File: src/rtl/mips_multicycle_ctrl.sv
// Multicycle MIPS control FSM: sequences fetch/decode/execute/memory/writeback
// and issues per-cycle datapath strobes, stalling on the memory-ready handshake.
module mips_multicycle_ctrl #(
    parameter logic [5:0] OP_RTYPE = 6'd0,
    parameter logic [5:0] OP_BEQ   = 6'd4,
    parameter logic [5:0] OP_J     = 6'd2,
    parameter logic [5:0] OP_ADDI  = 6'd8,
    parameter logic [5:0] OP_LW    = 6'd35,
    parameter logic [5:0] OP_SW    = 6'd43
) (
    input  logic       CLK,
    input  logic       Reset,
    input  logic [5:0] Opcode,
    input  logic       MemReady,
    output logic       PCWrite,
    output logic       PCWriteCond,
    output logic       IorD,
    output logic       MemRead,
    output logic       MemWrite,
    output logic       IRWrite,
    output logic       MemtoReg,
    output logic       RegDst,
    output logic       RegWrite,
    output logic       ALUSrcA,
    output logic [1:0] ALUSrcB,
    output logic [1:0] ALUOp,
    output logic [1:0] PCSource,
    output logic       IllegalOp,
    output logic       InstrDone,
    output logic [3:0] State
);

    localparam int unsigned ST_W = 4;

    typedef enum logic [ST_W-1:0] {
        FETCH   = 4'd0,
        DECODE  = 4'd1,
        MEMADR  = 4'd2,
        MEMRD   = 4'd3,
        MEMWB   = 4'd4,
        MEMWR   = 4'd5,
        EXEC    = 4'd6,
        RCOMP   = 4'd7,
        BRANCH  = 4'd8,
        JUMP    = 4'd9,
        ADDIEX  = 4'd10,
        ADDIWB  = 4'd11,
        ILLEGAL = 4'd12
    } state_t;

    state_t state, state_nxt;
    logic   is_sw;

    logic       pc_write, pc_write_cond, i_or_d, mem_read, mem_write, ir_write;
    logic       mem_to_reg, reg_dst, reg_write, alu_src_a, illegal_op, instr_done;
    logic [1:0] alu_src_b, alu_op, pc_source;

    // State register
    always_ff @(posedge CLK or negedge Reset) begin
        if (!Reset) begin
            state <= FETCH;
        end else begin
            state <= state_nxt;
        end
    end

    // Remember load vs store at decode so MEMADR does not depend on a later opcode
    always_ff @(posedge CLK or negedge Reset) begin
        if (!Reset) begin
            is_sw <= 1'b0;
        end else if (state == DECODE) begin
            is_sw <= (Opcode == OP_SW);
        end
    end

    // Next-state and strobe decode
    always_comb begin
        state_nxt     = FETCH;
        pc_write      = 1'b0;
        pc_write_cond = 1'b0;
        i_or_d        = 1'b0;
        mem_read      = 1'b0;
        mem_write     = 1'b0;
        ir_write      = 1'b0;
        mem_to_reg    = 1'b0;
        reg_dst       = 1'b0;
        reg_write     = 1'b0;
        alu_src_a     = 1'b0;
        alu_src_b     = 2'd0;
        alu_op        = 2'd0;
        pc_source     = 2'd0;
        illegal_op    = 1'b0;
        instr_done    = 1'b0;
        case (state)
            FETCH: begin
                mem_read  = 1'b1;
                alu_src_b = 2'd1;
                ir_write  = MemReady;
                pc_write  = MemReady;
                state_nxt = MemReady ? DECODE : FETCH;
            end
            DECODE: begin
                alu_src_b = 2'd3;
                if (Opcode == OP_LW || Opcode == OP_SW) state_nxt = MEMADR;
                else if (Opcode == OP_RTYPE)            state_nxt = EXEC;
                else if (Opcode == OP_BEQ)              state_nxt = BRANCH;
                else if (Opcode == OP_J)                state_nxt = JUMP;
                else if (Opcode == OP_ADDI)             state_nxt = ADDIEX;
                else                                    state_nxt = ILLEGAL;
            end
            MEMADR: begin
                alu_src_a = 1'b1;
                alu_src_b = 2'd2;
                state_nxt = is_sw ? MEMWR : MEMRD;
            end
            MEMRD: begin
                mem_read  = 1'b1;
                i_or_d    = 1'b1;
                state_nxt = MemReady ? MEMWB : MEMRD;
            end
            MEMWB: begin
                reg_write  = 1'b1;
                mem_to_reg = 1'b1;
                instr_done = 1'b1;
            end
            MEMWR: begin
                mem_write  = 1'b1;
                i_or_d     = 1'b1;
                instr_done = MemReady;
                state_nxt  = MemReady ? FETCH : MEMWR;
            end
            EXEC: begin
                alu_src_a = 1'b1;
                alu_op    = 2'd2;
                state_nxt = RCOMP;
            end
            RCOMP: begin
                reg_write  = 1'b1;
                reg_dst    = 1'b1;
                instr_done = 1'b1;
            end
            BRANCH: begin
                alu_src_a     = 1'b1;
                alu_op        = 2'd1;
                pc_write_cond = 1'b1;
                pc_source     = 2'd1;
                instr_done    = 1'b1;
            end
            JUMP: begin
                pc_write   = 1'b1;
                pc_source  = 2'd2;
                instr_done = 1'b1;
            end
            ADDIEX: begin
                alu_src_a = 1'b1;
                alu_src_b = 2'd2;
                state_nxt = ADDIWB;
            end
            ADDIWB: begin
                reg_write  = 1'b1;
                instr_done = 1'b1;
            end
            ILLEGAL: begin
                illegal_op = 1'b1;
                instr_done = 1'b1;
            end
            default: state_nxt = FETCH;
        endcase
    end

    // Reset blanks every strobe immediately, independent of the clock
    assign PCWrite     = Reset & pc_write;
    assign PCWriteCond = Reset & pc_write_cond;
    assign IorD        = Reset & i_or_d;
    assign MemRead     = Reset & mem_read;
    assign MemWrite    = Reset & mem_write;
    assign IRWrite     = Reset & ir_write;
    assign MemtoReg    = Reset & mem_to_reg;
    assign RegDst      = Reset & reg_dst;
    assign RegWrite    = Reset & reg_write;
    assign ALUSrcA     = Reset & alu_src_a;
    assign ALUSrcB     = Reset ? alu_src_b : 2'd0;
    assign ALUOp       = Reset ? alu_op    : 2'd0;
    assign PCSource    = Reset ? pc_source : 2'd0;
    assign IllegalOp   = Reset & illegal_op;
    assign InstrDone   = Reset & instr_done;
    assign State       = Reset ? state : 4'd0;

endmodule

File: config.mk
export PLATFORM = sky130hd
export DESIGN_NAME = mips_multicycle_ctrl
export DESIGN_NICKNAME = d
export VERILOG_FILES = /design/src/rtl/mips_multicycle_ctrl.sv
export SDC_FILE = /design/constraint.sdc
export NUM_CORES = 1
export LEC_CHECK = 0
export CORE_ASPECT_RATIO = 2
export CORE_UTILIZATION = 25
export DETAILED_ROUTE_END_ITERATION = 8
export GPL_TIMING_DRIVEN = 0
export REMOVE_ABC_BUFFERS = 1
export SLEW_MARGIN = 10
export SYNTH_ARGS = -nofsm -noshare
export SYNTH_HDL_FRONTEND = slang
export SYNTH_SLANG_ARGS = --single-unit
File: constraint.sdc
create_clock -name CLK -period 1.59 [get_ports CLK]
set_clock_uncertainty 0.15 [all_clocks]
set_input_delay 0.318 -clock CLK [delete_from_list [all_inputs] [get_ports CLK]]
set_output_delay 0.318 -clock CLK [all_outputs]
set_load 0.01 [all_outputs]
==> After elaboration in Yosys (flattened, before gate mapping) <==
Cells that the tools add are included.
{ "op_classes": {"div": 0, "reduce_logical": 9, "magnitude_cmp": 0, "n_eq_ne": 17, "shifts": 0, "mul": 0, "bitwise_logic": 12, "n_addsub": 0, "mux": 29} }
{ "ops": {"columns": ["op", "count"], "rows": [
  ["case mux 4 bit (7 select lines)", 1],
  ["equality test 4 bit, second input constant", 5],
  ["two-way mux 3 bit", 6],
  ["equality test 4 x 3 -> 1 bit, second input constant", 4],
  ["AND 1 bit", 12],
  ["equality test 6 bit, second input constant", 2],
  ["two-way mux 4 bit", 3],
  ["two-way mux 1 bit", 11],
  ["equality test 4 x 2 -> 1 bit, second input constant", 2],
  ["case mux 2 bit (2 select lines)", 2],
  ["equality test 6 x 2 -> 1 bit, second input constant", 1],
  ["equality test 6 x 3 -> 1 bit, second input constant", 1],
  ["equality test 6 x 4 -> 1 bit, second input constant", 1],
  ["zero test 6 bit", 1],
  ["two-way mux 2 bit", 3],
  ["case mux 2 bit (3 select lines)", 1],
  ["OR reduction 2 bit", 3],
  ["OR reduction 6 bit", 1],
  ["equality test 4 x 1 -> 1 bit, second input constant", 1],
  ["zero test 4 bit", 1],
  ["case mux 1 bit (2 select lines)", 2],
  ["OR reduction 4 bit", 1],
  ["OR reduction 3 bit", 1],
  ["logical OR 1 bit", 1]
]} }
{ "word_totals": {"word_cells": 69, "mem_count": 0, "ram_bits": 0, "romBits": 0, "latchBits": 0, "reg_bits": 5} }

==> Logic depth before layout (Yosys ltp) <==
Gate-level depths: netlist (run 1).
{ "logic_depth": {"depth_word": 7, "mapped_depth": 5} }

==> Worst setup path after synthesis (run 1) <==
Ideal clock, no wire load.
{ "synth_timing": {"path_kind": "reg2out", "start": "register state[2]", "end": "output port PCSource[0]", "t_arrival_ps": 1374, "stages_incl_launch_ff": 6, "slack_ps": -252, "t_required_ps": 1122, "cell_sequence": "dfrtp_1 > buf_2 > buf_2 > nand3b_1 > nor3_1 > buf_4"} }
{ "synth_between": {"elab_chain_cells": 3, "elab_cells_between_ends": 4, "classes_between": "2 x eq/ne; 2 x mux"} }
{ "synth_lines": {"columns": ["item", "line", "text"], "rows": [
  ["start, declared", "51", "state_t state, state_nxt;"],
  ["start signal, assigned", "63", "state <= state_nxt;"],
  ["equality test 4 bit", "94", "case (state)"],
  ["case mux 2 bit (2 select lines) *", "94", null],
  ["two-way mux 2 bit *", "184", "assign PCSource = Reset ? pc_source : 2'd0;"],
  ["end, declared", "27", "output logic [1:0] PCSource,"]
]} }
Mark *: on every way between the ends. The rest lies on a longest branch, timed or not.

==> Worst setup path in the final report (run 1) <==
{ "layout_timing": {"start": "register state[3]", "end": "output port RegWrite"} }
{ "layout_between": {"elab_chain_cells": 4, "elab_cells_between_ends": 6, "classes_between": "3 x eq/ne; 1 x mux; 1 x bitwise; 1 x reduce/logical"} }
{ "layout_lines": {"columns": ["item", "line", "text"], "rows": [
  ["equality test 4 bit or equality test 4 x 3 -> 1 bit (tied branches)", "94", null],
  ["OR reduction 3 bit (no line) *", null, null],
  ["two-way mux 1 bit *", "94", null],
  ["AND 1 bit *", "180", "assign RegWrite = Reset & reg_write;"],
  ["end, declared", "23", "output logic RegWrite,"]
]} }
Marked as above.

==> results of run 1 <==
how the worst max path moves through the flow:
stage          startpoint     endpoint  cells after the start
2_1_floorplan    state[3]  PCSource[0]                      2
3_3_place_gp        Reset     MemtoReg                      5
3_5_place_dp        Reset     MemtoReg                      5
4_1_cts          state[3]     RegWrite                      5
5_1_grt          state[3]     RegWrite                      6
6_report         state[3]     RegWrite                      5
layout make-up:
class | count | area [µm²]
flip-flops and latches | 5 | 133
inverters | 2 | 7.51
well taps | 28 | 35.0
repair buffers | 62 | 524
multi-input cells | 79 | 653
clock buffers | 4 | 45.0
fillers | 263 | 1170
routing by layer:
layer  vias to the layer above  global-route usage  share of wire
met2                        35               0.348           0.59
met1                       438               0.167           0.33
met5                         -                   0              0
met3                        11              0.0146          0.035
li1                        450                   -              -
met4                         0              0.0881          0.043
where the power goes:
group	leakage [nW]	internal, mW	switching, mW
logic	0.556	1.04	0.833
clock network	0.0228	0.172	0.0630
registers	0.0600	0.182	0.0886
total	0.639	1.39	0.984
per-stage QoR:
stage,cell area (µm²),worst slack [ns]
3_5_place_dp,948,-1.09
4_1_cts,1240,-0.287
2_1_floorplan,613,-0.140
6_report,1400,-0.289
3_3_place_gp,948,-1.05
5_1_grt,1400,-0.354
Yosys cell counts, drive strengths merged:
cell type | number | area, µm²
nor4bb | 1 | 10.0
o31ai | 3 | 22.5
or3 | 2 | 18.8
nand3 | 2 | 10.0
nand2 | 13 | 48.8
a32o | 3 | 30.0
xor2 | 2 | 17.5
nand3b | 3 | 22.5
clkbuf | 2 | 7.51
nor3b | 2 | 15.0
nor4b | 3 | 41.3
o21a | 1 | 7.51
nor3 | 6 | 30.0
nand2b | 6 | 37.5
inv | 2 | 7.51
nor2 | 15 | 56.3
a41oi | 1 | 8.76
dfrtp | 5 | 125
a21oi | 2 | 10.0
o22ai | 1 | 6.26
o211ai | 2 | 15.0
a211o | 1 | 8.76
xnor2 | 1 | 8.76
o21ai | 3 | 15.0
a211oi | 2 | 15.0
and2 | 4 | 25.0
buf | 9 | 55.1
cells by family (layout without fill, tap and decap cells):
kind of cell / Yosys count / count (layout) / share of synthesized area
AOI/OAI and AO/OA: 19 / 19 / 0.206
xor gates and xnor gates: 3 / 3 / 0.0389
buffers and inverters: 13 / 68 / 0.104
DFF: 5 / 5 / 0.185
and+or+nand+nor: 57 / 57 / 0.467
state kept, by name, indices dropped and copies added (netlist names):
| register | flops |
|---|---|
| state | 4 |
| is_sw | 1 |
worst max-delay path, cell delays in order (launching register included):
cell and delay, ns:
dfrtp_2 0.45, buf_6 0.14, buf_6 0.12, nor4b_4 0.23, o21a_1 0.13, buf_2 0.12
what timing repair did:
item / 4_1_cts / 5_1_grt
hold buffers: 1 / 0
pin swaps: 7 / 18
endpoints found under the setup margin: 27 / 25
cloned: 0 / 0
resized for setup: 117 / 36
hold endpoints to repair: 5 / 0
setup buffers: 24 / 7
==> flow_metrics.py, run 1 <==
metrics = {
    "clock_tree": {
        "cts.sinks": 5,
        "clockRootBuffer": "clkbuf_8",
        "clk_pin_slew_ns": 0.03,
        "clk_path_buf_depth": 2,
        "h-tree-depth": 1,
        "tritoncts": "done",
        "clk_latency_ns": 0.22,
        "cts-buffers-inserted": 3,
    },
    "global_route": {
        "antenna_found_initial": 0,
        "grt-ovfl-total": 0,
        "grt_pass1_wl_um": 3730,
        "grt_max_degree": 12,
        "grt_use_total": 0.177,
        "grt_pass1_vias": 869,
    },
    "sta": {
        "period_share": 1.18,
        "layout_setup_ws_ns": -0.289,
        "finalSetupViolations": 24,
        "fmax_ghz": 0.532,
        "holdWs_ns": 0.472,
        "tns_ns": -4.17,
        "worstMarginPinSlew_ns": 0.358,
        "relSlewSlack": 0.761,
        "hold_viol": 0,
        "rsz0062_at_grt": "true",
        "finalCriticalPeriod_ns": 1.88,
        "slew_violations": 0,
    },
    "die": {
        "die_h_um": 75.5,
        "num_rows": 26,
        "core-area_mm2": 0.00257,
        "die_w_um": 38.8,
        "start_util": 0.263,
        "ioPinCount": 31,
        "die_area_mm2": 0.00293,
    },
    "routing": {
        "drc_errors": 0,
        "first_iter_violations": 33,
        "vias": 934,
        "wl_per_cell_um": 14.8,
        "ant_nets": 0,
        "wirelength_um": 2670,
        "routed_via_density": 5.19,
        "firstDrtPassIters": 3,
    },
    "setup_path": {
        "crit_type": "reg2out",
        "ff2ff_path_depth": 7,
        "r2r-end": "state[0]",
        "worstPathArrival_ns": 1.41,
        "rrSetupSlack_ns": -0.15,
        "path_max_fanout": 5,
        "end_kind": "primary output",
        "r2r_start": "state[1]",
        "crit_required_ns": 1.12,
        "startpoint_type": "flop",
    },
    "min_path": {
        "hp-class": "reg2reg",
        "min_from": "is_sw",
        "hold_depth": 2,
        "min_to": "is_sw",
    },
    "yosys": {
        "ys_warn_count": 0,
        "postSynthCellCount": 97,
        "synth_seq_area_share": 0.185,
        "synth.distinct_cells": 30,
        "avgSynthCellArea_um2": 6.97,
        "synth_seq_cells": 5,
        "synth_area_um2": 676,
    },
    "run_status": {
        "violations": "negative setup slack",
        "status": "finished with violations",
    },
    "cells_and_area": {
        "final_net_count": 162,
        "diodes": 0,
        "post-route-util": 0.544,
        "final_common_cell": "buf_2",
        "instances_no_fill": 180,
        "area_growth_pct": 107,
        "layout_common_cells": "buf_2 (22), buf_6 (15), nand2_1 (11), buf_4 (11), nor2_1 (9)",
        "drive_gt1_frac": 0.592,
    },
    "pwr": {
        "cellPowerDensity_mw_per_mm2": 1700,
        "total_power_mw": 2.37,
        "leakage_nw": 0.639,
        "ir_drop_v": 0.000798,
    },
    "placement": {
        "dp_hpwl_um": 1200,
        "dp_cells": 144,
        "gp_congestion": 0.778,
        "io_buffers": 30,
    },
    "job": {
        "cap_violations": 0,
    },
}
Power figures use the tool's default switching activity.
==> run 2: changes to the inputs <==
- ABC_CLOCK_PERIOD_IN_PS: default -> 1590
- SKIP_CTS_REPAIR_TIMING: default -> 1
==> flow_metrics.py, run 2 (synthesis results as in run 1) <==
metrics = {
    "pwr": {
        "leakage_nw": 0.723,
        "total_power_mw": 2.46,
        "ir_drop_v": 0.000899,
        "cellPowerDensity_mw_per_mm2": 1710,
    },
    "sta": {
        "hold_viol": 0,
        "relSlewSlack": 0.725,
        "period_share": 1.22,
        "fmax_ghz": 0.515,
        "layout_setup_ws_ns": -0.350,
        "holdWs_ns": 0.421,
        "slew_violations": 0,
        "finalCriticalPeriod_ns": 1.94,
        "finalSetupViolations": 25,
        "tns_ns": -4.33,
        "worstMarginPinSlew_ns": 0.412,
        "rsz0062_at_grt": "true",
    },
    "setup_path": {
        "path_max_fanout": 7,
        "ff2ff_path_depth": 6,
        "r2r_start": "state[2]",
        "worstPathArrival_ns": 1.47,
        "crit_chain": "buf_4 -> nand2_4 -> nor4bb_1 -> buf_2",
        "rrSetupSlack_ns": -0.16,
        "startpoint_type": "flop",
        "cpMaxStageDelayCell": "dfrtp_4",
        "crit_type": "reg2out",
        "end_kind": "primary output",
        "cp_top_family": "flip-flops",
        "path_buf_inv": 2,
        "r2r-end": "state[1]",
        "crit_required_ns": 1.12,
        "max_stage_delay_ns": 0.53,
    },
    "placement": {
        "gp_congestion": 0.778,
        "dp_hpwl_um": 1200,
        "dp_slack_ns": -1.09,
        "io_buffers": 30,
        "placed_area_um2": 948,
        "dp_cells": 144,
    },
    "clock_tree": {
        "cts-buffers-inserted": 3,
        "clk_pin_slew_ns": 0.04,
        "clockRootBuffer": "clkbuf_8",
        "h-tree-depth": 1,
        "clk_path_buf_depth": 2,
        "clk_latency_ns": 0.23,
        "tritoncts": "done",
        "cts.sinks": 5,
    },
    "cells_and_area": {
        "post-route-util": 0.559,
        "instances_no_fill": 191,
        "largestRegisters": "state x4, is_sw x1",
        "diodes": 0,
        "regMostFlops": "state",
        "regArea_um2": 138,
        "drive_gt1_frac": 0.583,
        "n_fill_cell": 249,
        "multiInputGateArea_um2": 616,
        "final_common_cell": "buf_4",
        "area_growth_pct": 113,
        "finalInstanceArea_mm2": 0.00144,
        "final_net_count": 173,
        "largest_reg_flops": 4,
        "layout_common_cells": "buf_4 (28), buf_2 (16), buf_6 (15)",
    },
    "global_route": {
        "grt-ovfl-total": 0,
        "grt_use_total": 0.129,
        "grt_max_degree": 24,
        "grt_pass1_wl_um": 2760,
        "grt_pass1_vias": 632,
        "antenna_found_initial": 0,
    },
    "min_path": {
        "hp-class": "reg2reg",
        "min_to": "is_sw",
        "min_from": "is_sw",
        "hold_depth": 2,
    },
    "routing": {
        "ant_nets": 0,
        "first_iter_violations": 21,
        "vias": 969,
        "wl_per_cell_um": 14.5,
        "routed_via_density": 5.07,
        "wirelength_um": 2760,
        "firstDrtPassIters": 5,
        "drc_errors": 0,
    },
    "die": {
        "ioPinCount": 31,
        "start_util": 0.263,
        "die_w_um": 38.8,
        "die_area_mm2": 0.00293,
        "num_rows": 26,
        "die_h_um": 75.5,
        "core-area_mm2": 0.00257,
    },
    "run_status": {
        "violations": "negative setup slack",
        "status": "finished with violations",
    },
    "job": {
        "cap_violations": 0,
    },
}
-- run 2: worst min-delay path: stages, from the launching register on --
cell	delay, ns
dfrtp_1	0.38
inv_1	0.07
o22ai_2	0.07
-- run 2: where the power goes --
group | switching [mW] | internal (mW) | leakage (nW)
clock | 0.0662 | 0.172 | 0.0228
sequential | 0.0816 | 0.193 | 0.0598
combinational | 0.836 | 1.11 | 0.641
total | 0.984 | 1.47 | 0.723
-- run 2: metal layers --
| metal | routed length (µm) | vias up | global-route usage |
|---|---|---|---|
| met5 | 0 | - | 0 |
| met4 | 62 | 0 | 0.0690 |
| met3 | 102 | 7 | 0.00875 |
| met2 | 1590 | 34 | 0.222 |
| met1 | 1000 | 456 | 0.151 |
| li1 | - | 472 | - |
-- run 2: cell type report --
class / count / area share
Inverter: 2 / 0.00522
Timing Repair Buffer: 73 / 0.415
Tap cell: 28 / 0.0244
Sequential cell: 5 / 0.0957
Multi-Input combinational cell: 79 / 0.428
Clock buffer: 4 / 0.0313
-- run 2: how the worst max path moves through the flow --
stage | depth (start not counted) | from | to
after CTS | 5 | Reset | MemtoReg
final | 4 | state[3] | ALUSrcA
after detailed placement | 5 | Reset | MemtoReg
after global routing | 4 | state[3] | ALUSrcA
after floorplan | 2 | state[3] | PCSource[0]
after global placement | 5 | Reset | MemtoReg
==> run 3: changes to the inputs <==
- CORE_MARGIN: default -> 2
==> flow_metrics.py, run 3 (synthesis results as in run 1) <==
metrics = {
    "run_status": {
        "status": "finished with violations",
        "violations": "negative setup slack",
    },
    "routing": {
        "firstDrtPassIters": 4,
        "wirelength_um": 2600,
        "drc_errors": 0,
        "routed_via_density": 5.11,
        "first_iter_violations": 28,
        "ant_nets": 0,
        "vias": 925,
        "wl_per_cell_um": 14.4,
    },
    "clock_tree": {
        "tritoncts": "done",
        "clk_path_buf_depth": 2,
        "clockRootBuffer": "clkbuf_8",
        "h-tree-depth": 1,
        "cts-buffers-inserted": 3,
        "cts.sinks": 5,
        "clk_latency_ns": 0.22,
        "clk_pin_slew_ns": 0.03,
    },
    "die": {
        "start_util": 0.263,
        "ioPinCount": 31,
        "die_h_um": 77.5,
        "core-area_mm2": 0.00257,
        "die_w_um": 40.8,
        "die_area_mm2": 0.00316,
        "num_rows": 26,
    },
    "global_route": {
        "grt_use_total": 0.114,
        "antenna_found_initial": 0,
        "grt-ovfl-total": 0,
        "grtUsageMet1": 0.132,
        "grt_pass1_wl_um": 2700,
        "grt.met3_usage": 0.00857,
        "grt_max_degree": 24,
        "top_usage_layer": "met2",
        "use_met2": 0.200,
        "grt_pass1_vias": 646,
    },
    "pwr": {
        "total_power_mw": 2.28,
        "ir_drop_v": 0.000840,
        "pwr-share-seq": 0.122,
        "cellPowerDensity_mw_per_mm2": 1670,
        "p_sw_mw": 0.931,
        "intPower_mw": 1.35,
        "clock_power_share": 0.100,
        "p_sw_frac": 0.407,
        "pwr-share-comb": 0.778,
        "leakage_nw": 0.697,
    },
    "setup_path": {
        "path_max_fanout": 5,
        "startpoint": "state[0]",
        "r2r-end": "is_sw",
        "worstPathArrival_ns": 1.42,
        "crit_type": "reg2out",
        "r2r_start": "state[3]",
        "rrSetupSlack_ns": -0.15,
        "crit_chain": "buf_4 -> nor4b_2 -> o21a_1 -> clkbuf_2",
        "critical_path.endpoint": "RegWrite",
        "startpoint_type": "flop",
        "max_stage_delay_ns": 0.51,
        "path_buf_inv": 2,
        "end_kind": "primary output",
        "cp_top_family": "flip-flops",
        "crit_required_ns": 1.12,
        "cpMaxStageDelayCell": "dfrtp_4",
        "ff2ff_path_depth": 6,
        "worstSetupPathDepth": 4,
    },
    "min_path": {
        "hp-class": "reg2reg",
    },
    "cells_and_area": {
        "final_net_count": 163,
        "layout_common_cells": "buf_4 (18), buf_2 (17), nand2_1 (11), buf_6 (11), nor2_1 (8)",
        "area_growth_pct": 102,
        "regMostFlops": "state",
        "final_common_cell": "buf_4",
        "largest_reg_flops": 4,
        "largestRegisters": "state x4, is_sw x1",
        "diodes": 0,
        "drive_gt1_frac": 0.542,
    },
    "placement": {
        "dp_hpwl_um": 1280,
        "io_buffers": 30,
        "gp_congestion": 0.741,
    },
    "sta": {
        "finalCriticalPeriod_ns": 1.89,
        "period_share": 1.19,
        "worstMarginPinSlew_ns": 0.383,
        "relSlewSlack": 0.744,
        "layout_setup_ws_ns": -0.295,
        "hold_viol": 0,
        "finalSetupViolations": 26,
        "fmax_ghz": 0.530,
        "slew_violations": 0,
        "tns_ns": -4.57,
        "rsz0062_at_grt": "true",
    },
    "job": {
        "cap_violations": 0,
    },
}
==> run 3: changes by cell type in the layout (fill, tap and decap cells not counted), sizes merged <==
cell | before | now
buf | 60 | 47
clkbuf | 8 | 9
dlymetal6s2s | 5 | 7
==> run 3: tightest hold or removal path, delay by kind of cell, from the launching register on <==
family	cells	cell delay (ns)
compound gates	1	0.08
buf+inv	1	0.07
flops	1	0.38
==> run 3: per-stage QoR <==
| stage | hold WS [ns] | util | instance area [µm²] | setup slack, ns | cells |
|---|---|---|---|---|---|
| 6_report | 0.418 | 0.531 | 1370 | -0.295 | 181 |
| 2_1_floorplan | -0.128 | - | 613 | -0.140 | 86 |
| 3_3_place_gp | 0.390 | 0.369 | 948 | -1.08 | 144 |
| 3_5_place_dp | 0.392 | 0.369 | 948 | -1.15 | 144 |
| 5_1_grt | 0.451 | 0.531 | 1370 | -0.364 | 181 |
| 4_1_cts | 0.323 | 0.387 | 993 | -1.15 | 148 |
==> run 3: worst min-delay path by stage <==
| stage | from | end | slack [ns] | cells after the start |
|---|---|---|---|---|
| global placement | is_sw | is_sw | 0.39 | 2 |
| floorplan | Reset | is_sw | -0.13 | 0 |
| global route | is_sw | is_sw | 0.45 | 2 |
| finish | is_sw | is_sw | 0.42 | 2 |
| CTS | Reset | state[1] | 0.32 | 1 |
| detailed placement | is_sw | is_sw | 0.39 | 2 |
==> run 3: area by class of cell <==
class                   count  area (µm²)
multi-input cells          79         606
well taps                  28        35.0
fillers                   255        1200
repair buffers             63         534
clock buffers               4        45.0
flip-flops and latches      5         138
inverters                   2        7.51
==> run 3: metal layers <==
metal | up-vias | wire, µm
li1 | 454 | -
met1 | 425 | 897
met2 | 40 | 1520
met3 | 6 | 131
met4 | 0 | 52
met5 | - | 0
==> run 3: power by group through the flow <==
stage	Sequential [mW]	Clock [mW]	Combinational, mW
2_1_floorplan	0.334	0	0.488
6_report	0.280	0.228	1.78
3_3_place_gp	0.388	0	0.804
3_5_place_dp	0.391	0	0.817
4_1_cts	0.390	0.233	0.821
5_1_grt	0.285	0.243	1.88
